<file path="src/rtl/avalon_arbiter_rr.sv">
// rtl/avalon_arbiter_rr.sv - N-master Avalon-MM arbiter: round-robin grants, write-burst hold, read routing FIFO
// Define AVALON_ARBITER_FIXED_PRIORITY_EN to make the lowest-index requester always win.
module avalon_arbiter_rr #(
  parameter int Width         = 32,
  parameter int AddressWidth  = 32,
  parameter int Masters       = 4,
  parameter int ResponseDepth = 8
) (
  input  logic                             ipClk,
  input  logic                             ipReset,
  output logic [Masters-1:0]               opMaster_WaitRequest,
  input  logic [Masters*AddressWidth-1:0]  ipMaster_Address,
  input  logic [Masters*Width/8-1:0]       ipMaster_ByteEnable,
  input  logic [Masters*8-1:0]             ipMaster_BurstCount,
  input  logic [Masters*Width-1:0]         ipMaster_WriteData,
  input  logic [Masters-1:0]               ipMaster_Write,
  input  logic [Masters-1:0]               ipMaster_Read,
  output logic [Width-1:0]                 opMaster_ReadData,
  output logic [Masters-1:0]               opMaster_ReadValid,
  input  logic                             ipAvalon_WaitRequest,
  output logic [AddressWidth-1:0]          opAvalon_Address,
  output logic [Width/8-1:0]               opAvalon_ByteEnable,
  output logic [7:0]                       opAvalon_BurstCount,
  output logic [Width-1:0]                 opAvalon_WriteData,
  output logic                             opAvalon_Write,
  output logic                             opAvalon_Read,
  input  logic [Width-1:0]                 ipAvalon_ReadData,
  input  logic                             ipAvalon_ReadValid,
  output logic                             opError
);
  localparam int GW = $clog2(Masters);
  localparam int PW = $clog2(ResponseDepth);
  localparam int BW = Width / 8;

  typedef enum logic [1:0] {IDLE, GRANT, WBURST} state_t;

  state_t        state_q, state_d;
  logic [GW-1:0] grant_q, grant_d, last_q, last_d;
  logic [7:0]    wlen_q, wlen_d, wbeat_q, wbeat_d;
  logic [Masters-1:0] req;
  logic [GW-1:0] pick;
  logic          found;
`ifndef AVALON_ARBITER_FIXED_PRIORITY_EN
  logic [GW:0]   cand;
`endif

  logic [GW-1:0] fid_q  [ResponseDepth];
  logic [7:0]    flen_q [ResponseDepth];
  logic [PW-1:0] rd_q, wr_q;
  logic [PW:0]   cnt_q;
  logic [7:0]    hbeat_q;
  logic          err_q;
  logic          fifo_empty, fifo_full, push, pop, can_push;
  logic [7:0]    g_bc, g_len;
  logic          g_wr, g_rd;

  assign req = ipMaster_Read | ipMaster_Write;

  always_comb begin
    pick  = '0;
    found = 1'b0;
`ifdef AVALON_ARBITER_FIXED_PRIORITY_EN
    for (int k = Masters - 1; k >= 0; k--) begin
      if (req[k]) begin
        pick  = GW'(k);
        found = 1'b1;
      end
    end
`else
    cand = '0;
    // Walk the ring starting just after the previous winner.
    for (int k = 1; k <= Masters; k++) begin
      cand = {1'b0, last_q} + (GW+1)'(k);
      if (int'(cand) >= Masters) cand = cand - (GW+1)'(Masters);
      if (!found && req[cand[GW-1:0]]) begin
        pick  = cand[GW-1:0];
        found = 1'b1;
      end
    end
`endif
  end

  assign g_bc  = ipMaster_BurstCount[grant_q*8 +: 8];
  assign g_len = (g_bc == 8'd0) ? 8'd1 : g_bc;
  assign g_wr  = ipMaster_Write[grant_q];
  assign g_rd  = ipMaster_Read[grant_q];

  assign opAvalon_Address    = ipMaster_Address[grant_q*AddressWidth +: AddressWidth];
  assign opAvalon_ByteEnable = ipMaster_ByteEnable[grant_q*BW +: BW];
  assign opAvalon_BurstCount = g_bc;
  assign opAvalon_WriteData  = ipMaster_WriteData[grant_q*Width +: Width];

  assign fifo_empty = (cnt_q == '0);
  assign fifo_full  = (cnt_q == (PW+1)'(ResponseDepth));
  assign pop        = ipAvalon_ReadValid && !fifo_empty && (hbeat_q + 8'd1 == flen_q[rd_q]);
  // A full FIFO can still take a new read in the cycle its head retires.
  assign can_push   = !fifo_full || pop;

  always_comb begin
    state_d              = state_q;
    grant_d              = grant_q;
    last_d               = last_q;
    wlen_d               = wlen_q;
    wbeat_d              = wbeat_q;
    opMaster_WaitRequest = '1;
    opAvalon_Write       = 1'b0;
    opAvalon_Read        = 1'b0;
    push                 = 1'b0;
    case (state_q)
      IDLE: begin
        if (found) begin
          grant_d = pick;
          last_d  = pick;
          state_d = GRANT;
        end
      end
      GRANT: begin
        if (g_wr) begin
          opAvalon_Write                = 1'b1;
          opMaster_WaitRequest[grant_q] = ipAvalon_WaitRequest;
          if (!ipAvalon_WaitRequest) begin
            if (g_len == 8'd1) begin
              state_d = IDLE;
            end else begin
              wlen_d  = g_len;
              wbeat_d = 8'd1;
              state_d = WBURST;
            end
          end
        end else if (g_rd) begin
          opAvalon_Read                 = can_push;
          opMaster_WaitRequest[grant_q] = ipAvalon_WaitRequest | !can_push;
          if (can_push && !ipAvalon_WaitRequest) begin
            push    = 1'b1;
            state_d = IDLE;
          end
        end else begin
          state_d = IDLE;
        end
      end
      WBURST: begin
        opAvalon_Write                = g_wr;
        opMaster_WaitRequest[grant_q] = ipAvalon_WaitRequest;
        if (g_wr && !ipAvalon_WaitRequest) begin
          wbeat_d = wbeat_q + 8'd1;
          if (wbeat_q + 8'd1 == wlen_q) state_d = IDLE;
        end
      end
      default: state_d = IDLE;
    endcase
  end

  assign opMaster_ReadData = ipAvalon_ReadData;

  always_comb begin
    opMaster_ReadValid = '0;
    if (ipAvalon_ReadValid && !fifo_empty) opMaster_ReadValid[fid_q[rd_q]] = 1'b1;
  end

  always_ff @(posedge ipClk) begin
    if (push) begin
      fid_q[wr_q]  <= grant_q;
      flen_q[wr_q] <= g_len;
    end
  end

  always_ff @(posedge ipClk or posedge ipReset) begin
    if (ipReset) begin
      state_q <= IDLE;
      grant_q <= '0;
      last_q  <= GW'(Masters - 1);
      wlen_q  <= '0;
      wbeat_q <= '0;
      rd_q    <= '0;
      wr_q    <= '0;
      cnt_q   <= '0;
      hbeat_q <= '0;
      err_q   <= 1'b0;
    end else begin
      state_q <= state_d;
      grant_q <= grant_d;
      last_q  <= last_d;
      wlen_q  <= wlen_d;
      wbeat_q <= wbeat_d;
      if (push) wr_q <= wr_q + PW'(1);
      if (pop) begin
        rd_q    <= rd_q + PW'(1);
        hbeat_q <= '0;
      end else if (ipAvalon_ReadValid && !fifo_empty) begin
        hbeat_q <= hbeat_q + 8'd1;
      end
      if (push && !pop)      cnt_q <= cnt_q + (PW+1)'(1);
      else if (pop && !push) cnt_q <= cnt_q - (PW+1)'(1);
      if (ipAvalon_ReadValid && fifo_empty) err_q <= 1'b1;
    end
  end

  assign opError = err_q;
endmodule

</file>
<file path="config.mk">
export PLATFORM = sky130hd
export DESIGN_NAME = avalon_arbiter_rr
export DESIGN_NICKNAME = d
export VERILOG_FILES = /design/src/rtl/avalon_arbiter_rr.sv
export SDC_FILE = /design/constraint.sdc
export NUM_CORES = 1
export LEC_CHECK = 0
export CORE_AREA = 8 8 176 178
export CTS_CLUSTER_DIAMETER = 30
export DETAILED_ROUTE_END_ITERATION = 7
export DIE_AREA = 0 0 184 186
export GPL_ROUTABILITY_DRIVEN = 0
export GPL_TIMING_DRIVEN = 0
export HOLD_SLACK_MARGIN = 0.1
export SLEW_MARGIN = 30
export SYNTH_ARGS = -nofsm -noshare
export SYNTH_HDL_FRONTEND = slang
export SYNTH_SLANG_ARGS = --single-unit
</file>
<file path="constraint.sdc">
create_clock -name ipClk -period 5.33 [get_ports ipClk]
set_clock_uncertainty 0.05 [all_clocks]
set_input_delay 0.7995 -clock ipClk [delete_from_list [all_inputs] [get_ports ipClk]]
set_output_delay 0.7995 -clock ipClk [all_outputs]
set_load 0.02 [all_outputs]
</file>
-- After elaboration in Yosys (flattened, before gate mapping)
Memories as Yosys holds them, arrays and structs flattened.
Index checks and enable logic that the tools add are counted.
- bits of input ports: 348
- output and inout bits: 119
- register bits after elaboration: 41
- bits in writable memories: 80
- memories: 2
- add/sub/neg operators: 14
- $lt $le $gt $ge: 12
- reduce and logical (&&, ||, !) cells: 32
- shifts and indexed selects: 4
- equal/unequal tests: 14
- bitwise gates (word level): 7
- multiplexer cells: 62
- memory list (name ; words ; bits a word ; rd ports ; clocked after memory_dff ; write ports ; RTL line ; text):
    flen_q ; 8 ; 8 ; 1 ; 0 ; 1 ; 48 ; logic [7:0] flen_q [ResponseDepth];
    fid_q ; 8 ; 2 ; 1 ; 0 ; 1 ; 47 ; logic [GW-1:0] fid_q [ResponseDepth];
- operators by type and width (cell ; count):
    $shiftx A128 B8 Y32 ; 2
    $mux W8 ; 7
    $mux W2 ; 16
    $shiftx A32 B6 Y8 ; 1
    $mux W1 ; 22
    $mux W4 ; 5
    $lt A2 B3 Y1 const B ; 6
    $add A8 B1 Y8 const B ; 2
    $eq A8 B8 Y1 ; 2
    $pmux W8 S2 ; 1
    $shiftx A16 B5 Y4 ; 1
    $bmux W1 S2 ; 6
    $ge A3 B3 Y1 const B ; 4
    $logic_and A1 B1 Y1 ; 12
    $ne A2 B2 Y1 const B ; 6
    $or A4 B4 Y4 ; 3
    $reduce_and A5 Y1 ; 2
    $logic_not A1 Y1 ; 9
    $eq A8 B1 Y1 const B ; 1
    $logic_not A8 Y1 ; 1
    $pmux W4 S2 ; 1
    $sub A2 B1 Y2 const B ; 4
    $add A2 B2 Y3 const B ; 2
    $add A3 B1 Y3 const B ; 2
    other kinds (22) ; 27

-- Longest topological paths before layout
Gate-level depths: netlist of run 1.
- depth after elaboration: 17
- mapped depth: 21
- mapped depth without buffers: 17

-- Worst setup path before layout of run 1
No wires, ideal clock.
- kind: register to register
- from: register rd_q[0]
- to: register cnt_q[3]
- buffers on the path: 3
- path slack: 1.641 ns
- arrival time: 3.514 ns
- stages on the path, launching flop included: 20
- required time: 5.155 ns
- setup time: 0.125 ns
- clock period less this slack: 3.689 ns
- path through: dfrtp_1 > buf_6 > mux4_2 > mux2i_1 > xnor2_1 > nand2_1 > nor4_2 > and2_1 > buf_6 > inv_4 > a211oi_4 > buf_6 > ha_1 > inv_1 > ha_1 > a21o_1 > a21oi_1 > xnor2_1 > nor2_1 > xor2_1
- longest elaborated chain between the ends: 12
- elaborated cells on any way between the ends: 15
- classes of those cells: 1 x eq/ne; 5 x mux; 8 x reduce/logical; 1 x memory
- ends and longest elaborated chain (item ; RTL line ; text):
    start: declaration ; 49 ; logic [PW-1:0] rd_q, wr_q;
    start signal: assignment ; 187 ; rd_q <= rd_q + PW'(1);
    $mem_v2 Z8 W8 * ; - ;
    $eq A8 B8 Y1 * ; 95 ; assign pop = ipAvalon_ReadValid && !fifo_empty && (hbeat_q + 8'd1 == flen_q[rd_q]);
    $logic_and A1 B1 Y1 * ; 95 ;
    $logic_or A1 B1 Y1 * ; 97 ; assign can_push = !fifo_full || pop;
    $logic_and A1 B1 Y1 * ; 133 ; if (can_push && !ipAvalon_WaitRequest) begin
    $mux W1 * ; 133 ;
    $mux W1 * ; 130 ; end else if (g_rd) begin
    $mux W1 * ; 118 ; if (g_wr) begin
    $mux W1 * ; 109 ; case (state_q)
    named net push ; 53 ; logic fifo_empty, fifo_full, push, pop, can_push;
    $logic_not A1 Y1 ; 193 ; else if (pop && !push) cnt_q <= cnt_q - (PW+1)'(1);
    $logic_and A1 B1 Y1 ; 193 ;
    $reduce_bool A2 Y1 (no source line) ; - ;
    end signal: assignment ; 192 ; if (push && !pop) cnt_q <= cnt_q + (PW+1)'(1);
    end signal: assignment ; 193 ;
    end: declaration ; 50 ; logic [PW:0] cnt_q;
The timed path passes the listed nets; every way through them passes the cells marked *.
A chain may end at the register's enable or synchronous reset.

-- Final worst setup path of run 1
- from: register grant_q[1]
- to: output opAvalon_Address[5]
- longest elaborated chain between the ends: 1
- ends and longest elaborated chain (item ; RTL line ; text):
    start: declaration ; 38 ; logic [GW-1:0] grant_q, grant_d, last_q, last_d;
    start signal: assignment ; 181 ; grant_q <= grant_d;
    $shiftx A128 B8 Y32 ; 88 ; assign opAvalon_Address = ipMaster_Address[grant_q*AddressWidth +: AddressWidth];
    end: declaration ; 21 ; output logic [AddressWidth-1:0] opAvalon_Address,
No other way between the ends.

==> impl_metrics.tcl, run 1 <==
set metrics [dict create \
    critPathArrivalTime_ps 4000 \
    total_power_uw 6400 \
    synth-async-reset-ratio_pct 33.9 \
    start_util_pct 28.5 \
    p_leak_uw 0.00488 \
    fp.dieArea_um2 34200 \
    worstPathCellList "clkbuf_1 -> buf_1 -> clkbuf_1 -> mux4_2 -> clkdlybuf4s50_1" \
    grt_overflow_total 0 \
    place_area_um2 12900 \
    insertion_delay_ps 410 \
    setup_viol 0 \
    ys_seq_elements 121 \
    worst_ep_required_time_ps 4480 \
    cp_common_cell "clkbuf_1" \
    clkPwrFrac_pct 19.0 \
    grtUsageTotal_pct 21.3 \
    syn_nets 917 \
    ant_nets 0 \
    r2r_slack_ps 1220 \
    r2r-start "grant_q[1]" \
    yosysTopAreaCell "edfxtp_1" \
    pin_count 467 \
    cp-start-kind "register" \
    crit_start "grant_q[1]" \
    wl_per_cell_um 26.5 \
    drtIter0Drc 417 \
    core_area_um2 28200 \
    dp_cells 1377 \
    synth.avg_cell_area_um2 14.4 \
    switchingPower_uw 2510 \
    cts_sinks 121 \
    p_sw_share_pct 39.2 \
    tightest_slew_ps 869 \
    netlist.area_leader.share_pct 29.8 \
    synthDistinctLibCells 68 \
    grt_pass1_vias 7522 \
    dp_hpwl_mm 32.1 \
    finalCriticalPeriod_ps 4850 \
    die_x_um 184 \
    min_to "opError" \
    viasPerCell 4.92 \
    critPathMaxFanout 10 \
    crit_type "register to output pin" \
    cts_resized 0 \
    cts_tree "built" \
    postCtsSetupBuffers 0 \
    placementRows 62 \
    drive_above_1_share_pct 20.3 \
    vias 6935 \
    holdPathStages 1 \
    slew_violations 0 \
    seq_power_share_pct 21.8 \
    finalNetCount 1371 \
    finalSetupTns_ps 0 \
    synth_area_um2 8060 \
    power.density_nw_per_um2 472 \
    end_kind "output pin" \
    clk_pin_slew_ps 50 \
    drc 0 \
    crit_slowest_cell "clkdlybuf4s50_1" \
    cap_violations 0 \
    cts_root_buf "clkbuf_16" \
    fmax_mhz 206 \
    io_buffers 434 \
    rsz0062_at_grt "no" \
    hp-start "opError" \
    period_share_pct 91.0 \
    min_path_type "register to register" \
    hold_buffers 0 \
    syn2layout_area_growth_pct 68.1 \
    drt_wl_total_mm 37.4 \
    internal_power_uw 3890 \
    grt_max_degree 28 \
    numCtsBuffers 17 \
    stdcell_count 1410 \
    antenna_found_initial 3 \
    grt_pass1_wl_mm 51.9 \
    hold-worst-slack_ps 411 \
    ir_drop_mv 0.184 \
    final_hold_viol_count 0 \
    clock_path_buffers 2 \
    ys.flop_type "edfxtp_1" \
    r2r-end "cnt_q[3]" \
    p_comb_share_pct 59.1 \
    cpPeakStageDelay_ps 800 \
    post-route-cell-area_um2 13500 \
    first_pass_iters 5 \
    synth-edff-count 80 \
    worstRegToRegCells 14 \
    yosys_warnings 0 \
    ys_top_cells_by_area "edfxtp_1 (30%), mux4_2 (29%), dfrtp_1 (12%)" \
    syn_inst 558 \
    yosysSeqAreaShare_pct 42.6 \
    max_slew_margin_pct 42.1 \
    status "finished, final reports clean" \
    cts_max_level 4 \
    die_h_um 186 \
]
power by group through the flow:
stage          combinational, µW  clock [µW]  sequential (µW)
4_1_cts                     3860        1230             1400
3_3_place_gp                3820           0             1410
3_5_place_dp                3850           0             1410
5_1_grt                     4020        1280             1420
2_1_floorplan               2190           0             1370
6_report                    3780        1220             1400
cell type report:
type                            instances  area, µm²
Multi-Input combinational cell        356       4120
Antenna cell                            1       2.50
Timing Repair Buffer                  435       4360
Fill cell                            2539      14700
Inverter                               15       58.8
Clock buffer                           25        528
Tap cell                              384        480
Clock inverter                          7        109
Buffer                                 66        458
Sequential cell                       121       3430
worst max-delay path by stage:
stage          cells past startpoint              endpoint  slack [ps]
2_1_floorplan                     19              cnt_q[3]        1640
3_3_place_gp                       5  opAvalon_Address[17]         630
3_5_place_dp                       5   opAvalon_Address[5]         810
4_1_cts                            5   opAvalon_Address[5]         360
5_1_grt                            5  opAvalon_Address[31]         280
6_report                           5   opAvalon_Address[5]         480
critical path: cells and delay by family (launching register included):
family,cells,cell delay (ps)
buffers and inverters,4,2740
flip-flops,1,470
multiplexers,1,370
through the flow:
stage          util [%]  setup WS, ps
2_1_floorplan         -          1640
5_1_grt            48.0           278
3_5_place_dp       45.7           805
6_report           48.0           479
4_1_cts            48.0           361
3_3_place_gp       45.6           626
per-layer routing:
metal | track usage [%] | wire [µm]
met3 | 8.98 | 3260
met2 | 34.5 | 18600
met5 | 0 | 13
met4 | 5.39 | 731
met1 | 25.9 | 14800
flip-flops by register name (all words and copies together), names as in the netlist, 3 cells and up:
register  cells
hbeat_q       8
wbeat_q       8
fid_q        16
cnt_q         4
wlen_q        8
flen_q       64
rd_q          3
wr_q          3
kinds of logic after synthesis:
logic type | Yosys count | share of synthesized area, %
compound gates | 67 | 6.21
xor+xnor | 29 | 3.15
fa+ha+maj | 11 | 1.80
buf+inv | 81 | 6.34
flops | 121 | 42.6
mux | 122 | 31.3
simple gates | 127 | 8.63
synth_stat cells, types with 3 or more instances:
cell        n
ha_1       10
and4b_1     3
nor3b_1     3
nor2_1     19
clkbuf_1   10
o211ai_1    3
a21oi_1     8
buf_1      12
nand3_1    10
buf_4      33
buf_2       3
nand2_1    49
buf_6       5
nor3_1      6
edfxtp_1   80
inv_1      13
xnor2_1    19
o221ai_1    4
mux4_2    103
o31ai_1     5
mux2i_1    11
o22ai_1     3
mux2_2      7
and3_1      4
nand2b_1    7
a21o_1      7
dfrtp_1    39
xor2_1     10
nor2b_1     5
nor4_1      3
o21ai_2     3
o21ai_0    13
cell usage in the layout (no fill, tap or decap), types with 7 or more instances in the layout:
cell type,netlist,routed
xnor2_1,19,19
clkdlybuf4s50_1,0,434
buf_1,12,7
buf_4,33,33
nand3_1,10,10
inv_1,13,12
a21o_1,7,7
edfxtp_1,80,80
dfrtp_1,39,39
mux4_2,103,103
ha_1,10,10
nor2_1,19,19
nand2b_1,7,7
o21ai_0,13,13
clkbuf_1,10,13
xor2_1,10,10
clkbuf_16,0,19
mux2_2,7,7
mux2i_1,11,11
nand2_1,49,49
a21oi_1,8,8
(Power assumes the default switching activity.)
==> run 2: changes to the inputs <==
--- a/config.mk
+++ b/config.mk
@@ -5,10 +5,10 @@
 export SDC_FILE = /design/constraint.sdc
 export NUM_CORES = 1
 export LEC_CHECK = 0
-export CORE_AREA = 8 8 176 178
+export CORE_AREA = 2 2 180 182
 export CTS_CLUSTER_DIAMETER = 30
 export DETAILED_ROUTE_END_ITERATION = 7
-export DIE_AREA = 0 0 184 186
+export DIE_AREA = 0 0 182 184
 export GPL_ROUTABILITY_DRIVEN = 0
 export GPL_TIMING_DRIVEN = 0
 export HOLD_SLACK_MARGIN = 0.1
==> impl_metrics.tcl, run 2 (synthesized netlist as in run 1, its figures left out) <==
set metrics [dict create \
    hp-start "opError" \
    min_path_type "register to register" \
    grt_overflow_total 0 \
    place_worst_setup_slack_ps 821 \
    cts_max_level 4 \
    finalCriticalPeriod_ps 4930 \
    cts_tree "built" \
    critPathArrivalTime_ps 4080 \
    wl_per_cell_um 23.4 \
    place_area_um2 12900 \
    numCtsBuffers 17 \
    dp_hpwl_mm 27.6 \
    setup_viol 0 \
    finalSetupTns_ps 0 \
    grt_max_degree 26 \
    total_power_uw 6200 \
    die_h_um 184 \
    insertion_delay_ps 410 \
    cts_root_buf "clkbuf_16" \
    period_share_pct 92.4 \
    vias 6893 \
    reg_top3 "flen_q: 64 flops, fid_q: 16 flops" \
    drt_wl_total_mm 33.4 \
    grt_pass1_wl_mm 47.7 \
    layout_commonest_cell "clkdlybuf4s50_1" \
    post-route-cell-area_um2 13500 \
    p_leak_uw 0.00482 \
    rsz0062_at_grt "no" \
    tightest_slew_ps 885 \
    core_area_um2 31400 \
    placementRows 65 \
    ir_drop_mv 0.255 \
    worstRegToRegCells 14 \
    hold_buffers 0 \
    fmax_mhz 203 \
    drc 0 \
    clock_path_buffers 2 \
    grt_use_met3_pct 6.91 \
    cp-start-kind "register" \
    use_met2_pct 31.9 \
    setup_slack_ps 404 \
    finalNetCount 1371 \
    cts_sinks 121 \
    met1_usage_pct 25.5 \
    drtIter0Drc 428 \
    start_util_pct 25.7 \
    grt_busiest_layer "met2" \
    grt_pass1_vias 7226 \
    max_slew_margin_pct 41.0 \
    ant_nets 0 \
    die_x_um 182 \
    layout_common_cells "clkdlybuf4s50_1 (434), mux4_2 (103), edfxtp_1 (80), nand2_1 (49), dfrtp_1 (39)" \
    holdPathStages 1 \
    clk_pin_slew_ps 60 \
    crit_type "register to output pin" \
    fp.dieArea_um2 33500 \
    r2r_slack_ps 1140 \
    cap_violations 0 \
    fillerInstances 2910 \
    drive_above_1_share_pct 20.4 \
    end_kind "output pin" \
    min_to "opError" \
    grtUsageTotal_pct 19.6 \
    r2r-end "cnt_q[3]" \
    top_register "flen_q" \
    largest_reg_flops 64 \
    io_buffers 434 \
    pin_count 467 \
    r2r-start "grant_q[1]" \
    viasPerCell 4.83 \
    power.density_nw_per_um2 459 \
    cts_resized 0 \
    final_hold_viol_count 0 \
    critPathMaxFanout 10 \
    worst_ep_required_time_ps 4480 \
    first_pass_iters 4 \
    slew_violations 0 \
    antenna_found_initial 2 \
    postCtsSetupBuffers 0 \
    syn2layout_area_growth_pct 67.6 \
    status "finished, final reports clean" \
]
==> run 2: cell count changes in the layout (fill, tap and decap cells not counted), sizes merged <==
cell      previous run  this run
clkbuf              37        27
clkinvlp             0         5
inv                 15        19
buf                 55        57
bufinv               3         1
clkinv               4         5
==> run 2: worst max-delay path: stages (launching register included) <==
cell	delay (ps)
dfrtp_1	480
clkbuf_1	630
buf_1	680
buf_1	720
mux4_2	380
clkdlybuf4s50_1	740
==> run 2: worst max path at each step <==
stage	slack, ps	startpoint	endpoint
2_1_floorplan	1640	rd_q[0]	cnt_q[3]
3_3_place_gp	820	grant_q[1]	opAvalon_Address[7]
3_5_place_dp	820	grant_q[1]	opAvalon_Address[7]
4_1_cts	380	grant_q[1]	opAvalon_Address[7]
5_1_grt	230	rd_q[0]	opMaster_WaitRequest[3]
6_report	400	grant_q[1]	opAvalon_Address[7]
==> run 2: per-stage QoR <==
| stage | std cells | hold WS [ps] | util, % |
|---|---|---|---|
| after CTS | 1427 | 411 | 43.0 |
| after global placement | 1394 | 391 | 41.1 |
| after detailed placement | 1395 | 400 | 41.2 |
| after floorplan | 558 | 414 | - |
| after global routing | 1427 | 428 | 43.0 |
| final | 1428 | 409 | 43.0 |
==> run 2: layout make-up <==
cell class | count | area (µm²) | share of cell area [%]
Timing Repair Buffer | 435 | 4360 | 32.3
Multi-Input combinational cell | 356 | 4120 | 30.5
Sequential cell | 121 | 3430 | 25.4
Tap cell | 402 | 503 | 3.73
Buffer | 66 | 454 | 3.36
Clock buffer | 17 | 425 | 3.15
Clock inverter | 15 | 146 | 1.08
Inverter | 15 | 58.8 | 0.436
Antenna cell | 1 | 2.50 | 0.0185
==> run 2: where the power goes <==
part | internal [µW] | leakage, µW | total, µW | switching, µW
combinational | 1820 | 0.00333 | 3700 | 1890
sequential | 1240 | 0.00123 | 1400 | 155
clock | 649 | 0.000263 | 1100 | 447
==> run 2: per-layer routing <==
metal / up-vias / routed length (µm)
met5: - / 12
li1: 3116 / -
met3: 14 / 2590
met4: 2 / 182
met2: 232 / 16400
met1: 3529 / 14200
==> run 3: changes to the inputs <==
==> constraint.sdc (replaced) <==
create_clock -name ipClk -period 4.75 [get_ports ipClk]
set_clock_uncertainty 0.05 [all_clocks]
set_input_delay 0.7125 -clock ipClk [delete_from_list [all_inputs] [get_ports ipClk]]
set_output_delay 0.7125 -clock ipClk [all_outputs]
set_load 0.05 [all_outputs]
==> impl_metrics.tcl, run 3 (synthesized netlist as in run 1, its figures left out) <==
set metrics [dict create \
    layout_common_cells "clkdlybuf4s50_1 (429), mux4_2 (103), edfxtp_1 (80), nand2_1 (49), dfrtp_1 (39)" \
    grt_pass1_wl_mm 47.7 \
    cts_root_buf "clkbuf_16" \
    multi_input_area_um2 4120 \
    critPathArrivalTime_ps 3740 \
    drt_wl_total_mm 33.3 \
    max_slew_margin_pct 45.7 \
    reg_top3 "flen_q: 64 flops, fid_q: 16 flops" \
    fmax_mhz 222 \
    cp-start-kind "register" \
    core_area_um2 31400 \
    r2r-start "rd_q[0]" \
    critPathMaxFanout 10 \
    cts_sinks 121 \
    grt_pass1_vias 7229 \
    ant_nets 0 \
    fillerInstances 2899 \
    die_h_um 184 \
    crit_path_end "opAvalon_Read" \
    drive_above_1_share_pct 21.5 \
    crit_start "rd_q[0]" \
    finalSetupTns_ps 0 \
    grt_overflow_total 0 \
    min_path_type "register to register" \
    die_x_um 182 \
    ir_drop_mv 0.284 \
    rsz0062_at_grt "no" \
    insertion_delay_ps 410 \
    tightest_slew_ps 814 \
    status "finished, final reports clean" \
    end_kind "output pin" \
    finalCriticalPeriod_ps 4500 \
    io_buffers 434 \
    first_pass_iters 4 \
    largest_reg_flops 64 \
    post-route-cell-area_um2 13500 \
    r2r_slack_ps 610 \
    drtIter0Drc 355 \
    grt_max_degree 26 \
    clock_path_buffers 2 \
    placementRows 65 \
    top_register "flen_q" \
    postCtsSetupBuffers 0 \
    pin_count 467 \
    drc 0 \
    start_util_pct 25.7 \
    finalNetCount 1369 \
    fp.dieArea_um2 33500 \
    viasPerCell 4.83 \
    dp_hpwl_mm 27.6 \
    setup_viol 0 \
    p_leak_uw 0.00484 \
    worst_ep_required_time_ps 3990 \
    power.density_nw_per_um2 583 \
    regArea_um2 3430 \
    layout_commonest_cell "clkdlybuf4s50_1" \
    vias 6890 \
    place_area_um2 12900 \
    numCtsBuffers 17 \
    crit_type "register to output pin" \
    final_hold_viol_count 0 \
    syn2layout_area_growth_pct 67.6 \
    antenna_found_initial 2 \
    clk_pin_slew_ps 60 \
    wl_per_cell_um 23.3 \
    grtUsageTotal_pct 19.6 \
    cts_max_level 4 \
    cts_tree "built" \
    period_share_pct 94.8 \
    slew_violations 0 \
    worstRegToRegCells 19 \
    cap_violations 0 \
    r2r-end "cnt_q[3]" \
]
[run 3: how the worst min path moves through the flow]
stage	from	end	depth (start not counted)	slack (ps)
2_1_floorplan	cnt_q[3]	cnt_q[3]	1	410
3_3_place_gp	opError	opError	1	390
3_5_place_dp	opError	opError	1	400
4_1_cts	opError	opError	1	410
5_1_grt	opError	opError	1	430
6_report	opError	opError	1	410
[run 3: area by class of cell]
type	count	share of cell area, %
Multi-Input combinational cell	356	30.5
Clock buffer	17	3.15
Inverter	15	0.435
Buffer	64	3.56
Timing Repair Buffer	435	32.2
Sequential cell	121	25.4
Antenna cell	1	0.0185
Clock inverter	15	1.08
Tap cell	402	3.72
[run 3: per-layer routing]
| metal | track usage [%] | up-vias | wire length, µm | share of wire (%) |
|---|---|---|---|---|
| met5 | 0 | - | 12 | 0.036 |
| met4 | 3.19 | 2 | 136 | 0.41 |
| met3 | 6.91 | 8 | 2600 | 7.8 |
| met2 | 31.9 | 233 | 16400 | 49 |
| met1 | 25.5 | 3535 | 14100 | 42 |
| li1 | - | 3112 | - | - |
[run 3: per-stage QoR]
step                worst slack (ps)  util, %  hold WS [ps]  instances  power, µW
global route                    33.9     43.0           428       1425       8240
finish                           249     43.0           408       1426       7880
global placement                 123     41.1           391       1394       6690
CTS                             19.8     43.1           411       1427       7960
detailed placement               129     41.2           400       1395       6720
floorplan                       1040        -           414        558       4970
[run 3: timing repair]
item | CTS | global route
endpoints found under the setup margin | 50 | 19
resized for setup | 15 | 10
hold buffers | 0 | 0
[run 3: report_power, final]
group	internal (µW)	switching, µW
clock network	728	498
logic	2010	3050
registers	1390	194
[run 3: worst max-delay path: stages (launching register included)]
cell,delay [ps]
dfrtp_1,400
buf_6,190
mux4_2,500
mux2i_1,300
xnor2_1,160
nand2_1,90
nor4_2,310
and2_1,180
buf_6,140
inv_4,60
buf_2,210
a21oi_1,180
dlygate4sd2_1,590
==> RTL change (settings of run 3) <==
Register the output `opError` once more, cleared by the reset; this adds one clock of latency there. The other outputs are not delayed to match.
--- a/src/rtl/avalon_arbiter_rr.sv
+++ b/src/rtl/avalon_arbiter_rr.sv
@@ -197,3 +197,9 @@
 
-  assign opError = err_q;
+  always_ff @(posedge ipClk or posedge ipReset) begin
+    if (ipReset) begin
+      opError <= '0;
+    end else begin
+      opError <= err_q;
+    end
+  end
 endmodule
Function: changed (Yosys sat finds a counterexample within 4 cycles, from zero or initial values and one cycle with ipReset high).
==> RTL change against run 3 <==
- power is 0.30% lower
- final area about the same
- wire length is 4.0% lower
- synthesized area rose by 0.31%
- sequential cell count up 1
- first-iteration DRC count rose by 17%
- worst setup slack got worse by 0.073 ns
==> RTL change: results (changes against run 3) <==
<table>
<tr><th>Metric</th><th>Value</th></tr>
<tr><th colspan="2">Outcome</th></tr>
<tr><td>Result of the run</td><td>finished, final reports clean</td></tr>
<tr><th colspan="2">Worst setup path</th></tr>
<tr><td>Setup slack of the most critical reg-to-reg path</td><td>0.64 ns (+0.03 ns)</td></tr>
<tr><td>Critical path destination</td><td>opAvalon_Address[6]</td></tr>
<tr><td>Crit. Startpoint</td><td>grant_q[1]</td></tr>
<tr><th colspan="2">GRT</th></tr>
<tr><td>Pin count of the biggest net entering global routing</td><td>43 (+65%)</td></tr>
<tr><td>Initial antenna violation count</td><td>0 (-2)</td></tr>
<tr><td>Met3 track demand over resource in global routing</td><td>0.06200 (-0.007132)</td></tr>
<tr><td>Overall Global Routing Usage</td><td>0.1863 (-0.009422)</td></tr>
<tr><td>First-pass GRT wire length</td><td>45.51 mm (-4.7%)</td></tr>
<tr><td>Via count of the first global-routing pass</td><td>7182 (-0.65%)</td></tr>
<tr><th colspan="2">Final layout</th></tr>
<tr><td>Proportion of layout cells with a drive suffix above 1</td><td>0.2021 (-0.01291)</td></tr>
<tr><td>Fill cells</td><td>2874 (-0.86%)</td></tr>
<tr><th colspan="2">Routing</th></tr>
<tr><td>Detailed-route vias per instance</td><td>4.765 (-1.4%)</td></tr>
<tr><td>Final wirelength</td><td>31.94 mm (-4.0%)</td></tr>
<tr><th colspan="2">Yosys</th></tr>
<tr><td>Cell types occupying the most area after synthesis</td><td>sky130_fd_sc_hd__edfxtp_1, sky130_fd_sc_hd__mux4_2, sky130_fd_sc_hd__dfrtp_1, sky130_fd_sc_hd__buf_4, sky130_fd_sc_hd__nand2_1</td></tr>
<tr><td>Share of the yosys chip area belonging to registers</td><td>0.4276 (+0.001778)</td></tr>
<tr><td>Instance count of the mapped netlist</td><td>559 (+0.18%)</td></tr>
<tr><td>Post-Synthesis Net Count</td><td>918 (+0.11%)</td></tr>
<tr><td>Async SR Flop Fraction</td><td>0.3443 (+0.005419)</td></tr>
<tr><th colspan="2">Power</th></tr>
<tr><td>Leakage component of the power</td><td>4.836 nW (-0.12%)</td></tr>
<tr><td>Worst vdd rail ir drop</td><td>0.0002936 V (+3.2%)</td></tr>
<tr><th colspan="2">Timing</th></tr>
<tr><td>Worst-margin pin slew</td><td>0.8297 ns (+0.01535 ns)</td></tr>
<tr><th colspan="2">CTS</th></tr>
<tr><td>TritonCTS Buffers</td><td>17 (unchanged)</td></tr>
<tr><td>Count of instances resized after the clock tree is built</td><td>9 (-6)</td></tr>
<tr><td>Number of buffers added for setup after CTS</td><td>0 (unchanged)</td></tr>
<tr><th colspan="2">Placement</th></tr>
<tr><td>HPWL reported at the end of detailed placement</td><td>26.83 mm (-2.9%)</td></tr>
<tr><th colspan="2">Worst hold path</th></tr>
<tr><td>Worst Hold Path EP</td><td>opError</td></tr>
</table>
==> RTL change: area by class of cell <==
class	count	area [um^2]	share of cell area
clock buffers	24	493.0	0.03650
plain buffers	65	464.2	0.03437
clock inverters	8	83.83	0.006207
inverters	15	61.31	0.004539
well taps	402	503.0	0.03724
flip-flops and latches	122	3456	0.2559
multi-input cells	356	4115	0.3047
repair buffers	434	4330	0.3206
==> RTL change: logic make-up after synthesis <==
group	count (synthesis)	share of synthesized area
AND/OR/NAND/NOR	127	0.08608
multiplexers	122	0.3118
flip-flops	122	0.4276
buffers and inverters	81	0.06317
AO/OA/AOI/OAI	67	0.06193
XOR/XNOR	29	0.03143
adder cells (fa/ha/maj)	11	0.01796
==> RTL change: per-stage QoR <==
stage / setup slack [ns] / hold WS [ns] / util / cell area (um^2)
after floorplan: 1.039 / 0.3054 / - / 8082
after global placement: 0.2422 / 0.3144 / 0.4118 / 12930
after detailed placement: 0.1520 / 0.3233 / 0.4119 / 12930
after CTS: 0.1253 / 0.3358 / 0.4305 / 13510
after global routing: 0.0001732 / 0.3576 / 0.4303 / 13510
final: 0.1751 / 0.3328 / 0.4303 / 13510
==> RTL change: critical path, cell delays in order, from the launching register on <==
cell                              delay, ns
sky130_fd_sc_hd__dfrtp_1               0.49
sky130_fd_sc_hd__clkbuf_1              0.60
sky130_fd_sc_hd__buf_2                 0.40
sky130_fd_sc_hd__clkbuf_1              0.61
sky130_fd_sc_hd__mux4_2                0.35
sky130_fd_sc_hd__clkdlybuf4s50_1       0.92
==> RTL change: where the power goes <==
group / internal, W / switching (W)
combinational: 0.00200 / 0.00303
sequential: 0.00140 / 0.000172
clock: 0.000781 / 0.000468
==> RTL change: routing by layer <==
metal,up-vias,share of wire
li1,3109,-
met1,3417,0.40
met2,246,0.50
met3,23,0.083
met4,0,0.015
met5,-,0
